## config.mk

```make
export PLATFORM = sky130hd
export DESIGN_NAME = cp0_trap_ctrl
export DESIGN_NICKNAME = d
export VERILOG_FILES = /design/src/rtl/cp0_pkg.sv /design/src/rtl/cp0_trap_decode.sv /design/src/rtl/cp0_trap_ctrl.sv
export SDC_FILE = /design/constraint.sdc
export NUM_CORES = 1
export LEC_CHECK = 0
export CAP_MARGIN = 20
export CORE_AREA = 2 2 131 133
export DETAILED_ROUTE_END_ITERATION = 10
export DIE_AREA = 0 0 133 135
export GPL_TIMING_DRIVEN = 0
export HOLD_SLACK_MARGIN = 0.15
export MAX_ROUTING_LAYER = met4
export PLACE_DENSITY = 0.66
export SYNTH_ARGS = -nofsm -noshare
export SYNTH_HDL_FRONTEND = slang
export SYNTH_SLANG_ARGS = --single-unit
```

## constraint.sdc

```tcl
create_clock -name clk -period 2.7 [get_ports clk]
set_input_delay 0.405 -clock clk [delete_from_list [all_inputs] [get_ports clk]]
set_output_delay 0.405 -clock clk [all_outputs]
set_load 0.005 [all_outputs]
```

## src/rtl/cp0_pkg.sv

```systemverilog
// Shared CP0 trap-controller definitions: exception codes, Status/CP0 indices,
// instruction field constants and the trap sequencer state type.
package cp0_pkg;

    localparam logic [4:0] EXC_SYSCALL = 5'd8;
    localparam logic [4:0] EXC_BREAK   = 5'd9;
    localparam logic [4:0] EXC_TEQ     = 5'd13;

    localparam int ST_IE           = 0;
    localparam int ST_MASK_SYSCALL = 1;
    localparam int ST_MASK_BREAK   = 2;
    localparam int ST_MASK_TEQ     = 3;

    localparam logic [4:0] CP0_STATUS = 5'd12;
    localparam logic [4:0] CP0_CAUSE  = 5'd13;
    localparam logic [4:0] CP0_EPC    = 5'd14;

    localparam logic [5:0] OP_SPECIAL = 6'h00;
    localparam logic [5:0] OP_COP0    = 6'h10;
    localparam logic [5:0] FN_SYSCALL = 6'h0C;
    localparam logic [5:0] FN_BREAK   = 6'h0D;
    localparam logic [5:0] FN_TEQ     = 6'h34;
    localparam logic [4:0] RS_MF      = 5'h00;
    localparam logic [4:0] RS_MT      = 5'h04;
    localparam logic [31:0] ERET_WORD = 32'h42000018;

    typedef enum logic [2:0] {
        ST_IDLE,
        ST_ENTRY,
        ST_VECTOR,
        ST_RETURN,
        ST_RESUME
    } trap_state_t;

    // A trap is taken only with global IE set and the per-cause mask bit set.
    function automatic logic trap_enabled(input logic [31:0] status, input logic [4:0] code);
        logic mask;
        case (code)
            EXC_SYSCALL: mask = status[ST_MASK_SYSCALL];
            EXC_BREAK:   mask = status[ST_MASK_BREAK];
            EXC_TEQ:     mask = status[ST_MASK_TEQ];
            default:     mask = 1'b0;
        endcase
        return status[ST_IE] && mask;
    endfunction

endpackage

```

## src/rtl/cp0_trap_decode.sv

```systemverilog
// Combinational classifier for trap, ERET and CP0 move instructions in execute.
// Zero latency; no flow control.
module cp0_trap_decode
    import cp0_pkg::*;
(
    input  logic [31:0] instr,
    input  logic [31:0] rs_data,
    input  logic [31:0] rt_data,
    output logic        is_trap,
    output logic [4:0]  exc_code,
    output logic        is_eret,
    output logic        is_mfc0,
    output logic        is_mtc0
);

    logic [5:0] op;
    logic [5:0] funct;
    logic [4:0] rs;

    assign op    = instr[31:26];
    assign rs    = instr[25:21];
    assign funct = instr[5:0];

    always_comb begin
        is_trap  = 1'b0;
        exc_code = '0;
        if (op == OP_SPECIAL) begin
            case (funct)
                FN_SYSCALL: begin
                    is_trap  = 1'b1;
                    exc_code = EXC_SYSCALL;
                end
                FN_BREAK: begin
                    is_trap  = 1'b1;
                    exc_code = EXC_BREAK;
                end
                FN_TEQ: begin
                    // TEQ with unequal operands is an ordinary no-op
                    is_trap  = (rs_data == rt_data);
                    exc_code = EXC_TEQ;
                end
                default: ;
            endcase
        end
    end

    assign is_eret = (instr == ERET_WORD);
    assign is_mfc0 = (op == OP_COP0) && (rs == RS_MF);
    assign is_mtc0 = (op == OP_COP0) && (rs == RS_MT);

endmodule

```

## src/rtl/cp0_trap_ctrl.sv

```systemverilog
// Trap/ERET sequencer and CP0 write-strobe driver between execute and CP0.
// Trap/ERET: CP0 written at end of N+1, redirect in N+2; MFC0/MTC0 combinational.
module cp0_trap_ctrl
    import cp0_pkg::*;
#(
    parameter logic [31:0] HANDLER_ADDR = 32'h00400004,
    parameter int          EXC_SHIFT    = 2
) (
    input  logic        clk,
    input  logic        rst,
    input  logic        instr_valid,
    input  logic [31:0] instr,
    input  logic [31:0] pc,
    input  logic [31:0] rs_data,
    input  logic [31:0] rt_data,
    input  logic [31:0] status_in,
    input  logic [31:0] epc_in,
    output logic        mfc0,
    output logic        mtc0,
    output logic [4:0]  cp0_addr,
    output logic [31:0] cp0_wdata,
    output logic        wsta,
    output logic        wcau,
    output logic        wepc,
    output logic        exception,
    output logic        eret,
    output logic [31:0] cause,
    output logic [31:0] epc_pc,
    output logic        stall,
    output logic        pc_redirect,
    output logic [31:0] redirect_pc
);

    trap_state_t state, state_nxt;
    logic        is_trap, is_eret, is_mfc0, is_mtc0;
    logic [4:0]  exc_code;
    logic        trap_take;

    cp0_trap_decode u_decode (
        .instr    (instr),
        .rs_data  (rs_data),
        .rt_data  (rt_data),
        .is_trap  (is_trap),
        .exc_code (exc_code),
        .is_eret  (is_eret),
        .is_mfc0  (is_mfc0),
        .is_mtc0  (is_mtc0)
    );

    assign cp0_addr  = instr[15:11];
    assign cp0_wdata = rt_data;

    // Outputs are gated by rst so an abandoned sequence never strobes CP0.
    always_comb begin
        state_nxt   = state;
        trap_take   = 1'b0;
        mfc0        = 1'b0;
        mtc0        = 1'b0;
        wsta        = 1'b0;
        wcau        = 1'b0;
        wepc        = 1'b0;
        exception   = 1'b0;
        eret        = 1'b0;
        stall       = 1'b0;
        pc_redirect = 1'b0;
        if (!rst) begin
            case (state)
                ST_IDLE: begin
                    if (instr_valid) begin
                        if (is_trap) begin
                            if (trap_enabled(status_in, exc_code)) begin
                                trap_take = 1'b1;
                                stall     = 1'b1;
                                state_nxt = ST_ENTRY;
                            end
                        end else if (is_eret) begin
                            stall     = 1'b1;
                            state_nxt = ST_RETURN;
                        end else if (is_mtc0) begin
                            mtc0 = 1'b1;
                            wsta = (cp0_addr == CP0_STATUS);
                            wcau = (cp0_addr == CP0_CAUSE);
                            wepc = (cp0_addr == CP0_EPC);
                        end else if (is_mfc0) begin
                            mfc0 = 1'b1;
                        end
                    end
                end
                ST_ENTRY: begin
                    exception = 1'b1;
                    wsta      = 1'b1;
                    wcau      = 1'b1;
                    wepc      = 1'b1;
                    stall     = 1'b1;
                    state_nxt = ST_VECTOR;
                end
                ST_VECTOR: begin
                    pc_redirect = 1'b1;
                    stall       = 1'b1;
                    state_nxt   = ST_IDLE;
                end
                ST_RETURN: begin
                    eret      = 1'b1;
                    wsta      = 1'b1;
                    wcau      = 1'b1;
                    stall     = 1'b1;
                    state_nxt = ST_RESUME;
                end
                ST_RESUME: begin
                    pc_redirect = 1'b1;
                    stall       = 1'b1;
                    state_nxt   = ST_IDLE;
                end
                default: state_nxt = ST_IDLE;
            endcase
        end
    end

    always_ff @(posedge clk) begin
        if (rst) begin
            state       <= ST_IDLE;
            cause       <= '0;
            epc_pc      <= '0;
            redirect_pc <= '0;
        end else begin
            state <= state_nxt;
            if (trap_take) begin
                epc_pc <= pc;
                cause  <= 32'(exc_code) << EXC_SHIFT;
            end
            // redirect_pc is loaded one cycle ahead of its redirect pulse
            if (state == ST_ENTRY)
                redirect_pc <= HANDLER_ADDR;
            else if (state == ST_RETURN)
                redirect_pc <= epc_in;
        end
    end

endmodule

```

==> flow_metrics.py <==
metrics = {
    "outcome": {
        "status": "complete, no violations",
    },
    "worst_setup_path": {
        "r2r_cells": 8,
        "cp-end-kind": "output pin",
        "crit_type": "in -> out",
        "endpoint": "stall",
        "r2r_start": "state[1]",
        "rrSetupSlack_ns": 0.25,
        "cp-startpoint": "rt_data[15]",
        "startpoint_type": "input pin",
        "cp_max_fo": 2,
        "cp.required_ns": 2.30,
        "cp.arrival_ns": 2.20,
        "worstReg2RegEnd": "epc_pc[16]",
    },
    "drt": {
        "wl_per_cell_um": 14.8,
        "vias": 4050,
        "drt_iter0_markers": 117,
        "ant_nets": 0,
        "dr.pass1.iters": 4,
        "vias_per_cell": 4.07,
        "wl_um": 14700,
        "drc": 0,
    },
    "die": {
        "die_w_um": 133,
        "rows": 47,
        "pin_count": 337,
        "coreArea_um2": 16400,
        "die-height_um": 135,
        "initial_core_util": 0.242,
        "dieArea_um2": 18000,
    },
    "global_routing": {
        "grt_usage": 0.164,
        "overflow": 0,
        "antenna_found_initial": 0,
        "grt_pass1_vias": 4039,
        "grt_pass1_wl_um": 22100,
        "grt_max_degree": 12,
    },
    "power_and_ir_drop": {
        "p_clk_frac": 0.448,
        "power.total_w": 0.00283,
        "internal-power_w": 0.00220,
        "vdd_drop_max_mv": 0.315,
        "swShare": 0.222,
        "p_switching_w": 0.000631,
        "comb_power_share": 0.187,
        "p_per_area_nw_per_um2": 368,
        "sequentialPowerShare": 0.364,
        "p_leak_nw": 3.16,
    },
    "yosys": {
        "synth_top_cells_by_count": "dfxtp_1 (70), buf_4 (66), nand2_1 (63)",
        "synthAdderAreaFrac": 0,
        "synthMuxAreaShare": 0.120,
        "seq_area_frac_synth": 0.353,
        "synthSimpleGateAreaFrac": 0.230,
        "yosys.area.top_type_share": 0.353,
        "synth_area_per_cell_um2": 9.01,
        "ys_top_cells_by_area": "dfxtp_1 (35%), buf_4 (12%), mux2_4 (11%)",
        "synth_top_family_by_area": "simple AND/OR/NAND/NOR gates",
        "ys.flop_type": "dfxtp_1",
        "synth.distinct_cells": 42,
        "synth_seq_cells": 70,
        "synth_area_um2": 3970,
        "yosysMostFrequentCell": "dfxtp_1",
        "synth_edf_count": 0,
        "async_flop_share": 0,
        "synth_compound_area_frac": 0.0696,
        "synth_largest_area_cell": "dfxtp_1",
        "synth-xor-area-share": 0.0749,
        "ys_warn_count": 0,
        "synth_cells": 441,
    },
    "hold_path": {
        "hp-class": "reg -> reg",
    },
    "layout": {
        "fin_area_um2": 7700,
        "finish.utilization": 0.469,
        "areaGrowthSynthToFinish_pct": 93.8,
        "layout-drive-gt1-share": 0.214,
        "diodes": 0,
        "finalNonFillerCells": 996,
        "final_nets": 966,
    },
    "clocking": {
        "h-tree-depth": 3,
        "cts_made_buffers": 9,
        "cts-root-buf": "clkbuf_16",
        "insertion_delay_ns": 0.33,
        "path_clk_slew_ns": 0.06,
        "cts_tree": "done",
        "cts_buffer_depth": 2,
        "cts_sinks": 70,
    },
    "timing": {
        "slew_headroom": 0.595,
        "finalClockSkew_ns": 0.00606,
        "fmax_ghz": 0.383,
        "finalHoldViolCount": 0,
        "slew_viol_final": 0,
        "finalSetupViolCount": 0,
        "worstMarginPinSlew_ns": 0.608,
        "period_share": 0.967,
        "period_needed_ns": 2.61,
    },
    "place": {
        "place_congestion": 0.808,
        "dp_hpwl_um": 11900,
        "post_dp_cell_area_um2": 7140,
        "dpl.cell_count": 967,
        "io_buffers": 278,
    },
    "run": {
        "max_cap_viol_count": 0,
    },
}
[worst min-delay path by stage]
stage	cells past startpoint	startpoint	endpoint	slack, ns
4_1_cts	2	redirect_pc[17]	redirect_pc[17]	0.45
2_1_floorplan	2	redirect_pc[0]	redirect_pc[0]	0.45
6_report	2	redirect_pc[17]	redirect_pc[17]	0.45
5_1_grt	2	redirect_pc[23]	redirect_pc[23]	0.47
3_5_place_dp	2	redirect_pc[5]	redirect_pc[5]	0.45
3_3_place_gp	2	redirect_pc[21]	redirect_pc[21]	0.44
[through the flow]
stage          TNS, ns  setup WS (ns)  hold slack [ns]
3_3_place_gp    -18.53         -0.913            0.441
5_1_grt        -0.0317        -0.0317            0.470
3_5_place_dp    -17.61         -0.877            0.446
6_report             0         0.0901            0.451
4_1_cts        -0.0355        -0.0355            0.453
2_1_floorplan        0          0.405            0.453
[flip-flops by register name (all words and copies together), names as in the netlist]
signal       count
epc_pc          32
redirect_pc     32
cause            3
state            3
[worst max-delay path, cell delays in order]
cell,delay [ns]
clkdlybuf4s50_1,0.47
xor2_1,0.21
nor4_1,0.26
nand4_1,0.17
nor4_2,0.32
o31ai_2,0.12
o21ai_2,0.09
buf_2,0.16
[cell families (layout without fill, tap and decap cells)]
| logic type | Yosys count | in the layout |
|---|---|---|
| mux | 33 | 33 |
| other cells | 1 | 29 |
| flops | 70 | 70 |
| buf+inv | 89 | 396 |
| compound gates | 45 | 45 |
| xor+xnor | 34 | 34 |
| simple gates | 169 | 169 |
[power groups by stage]
| stage | clock network [W] | logic (W) | registers [W] |
|---|---|---|---|
| 5_1_grt | 0.00134 | 0.000572 | 0.00103 |
| 6_report | 0.00127 | 0.000531 | 0.00103 |
| 2_1_floorplan | 0 | 0.000163 | 0.00106 |
| 3_5_place_dp | 0 | 0.000514 | 0.00106 |
| 3_3_place_gp | 0 | 0.000512 | 0.00106 |
| 4_1_cts | 0.00131 | 0.000526 | 0.00103 |
[layout make-up]
cell class                      count  area, µm²
Inverter                            5       18.8
Timing Repair Buffer              291       2870
Sequential cell                    70       1400
Clock inverter                      2       37.5
Buffer                             84        587
Tap cell                          220        275
Multi-Input combinational cell    310       2230
Fill cell                        1579       8710
Clock buffer                       14        284
[per-layer routing]
layer  vias up  track usage  part of all wire
met5         -            -                 0
met4         0       0.0436             0.014
met3        18       0.0409             0.054
met2       129        0.267              0.49
met1      1839        0.202              0.44
li1       2064            -                 -
[cell usage in the layout, fill, tap and decap left out, types with 5 or more instances in the layout]
cell / instances
nand4_1: 5
buf_4: 78
nor4_2: 5
clkbuf_2: 5
inv_1: 5
nor4_1: 11
clkbuf_16: 9
dlymetal6s2s_1: 8
xor2_1: 33
mux2_4: 28
nor2b_1: 34
mux2_2: 5
conb_1: 29
a21oi_1: 32
nor2_1: 10
nand2_1: 63
clkdlybuf4s50_1: 259
dfxtp_1: 70
nor3_1: 8
clkbuf_1: 15
[what timing repair did]
item	4_1_cts	5_1_grt
setup buffers	8	5
pin swaps	17	17
hold buffers	0	0
hold endpoints to repair	0	0
gates resized for setup	39	32
setup endpoints to repair	35	22
(Power assumes the default switching activity.)
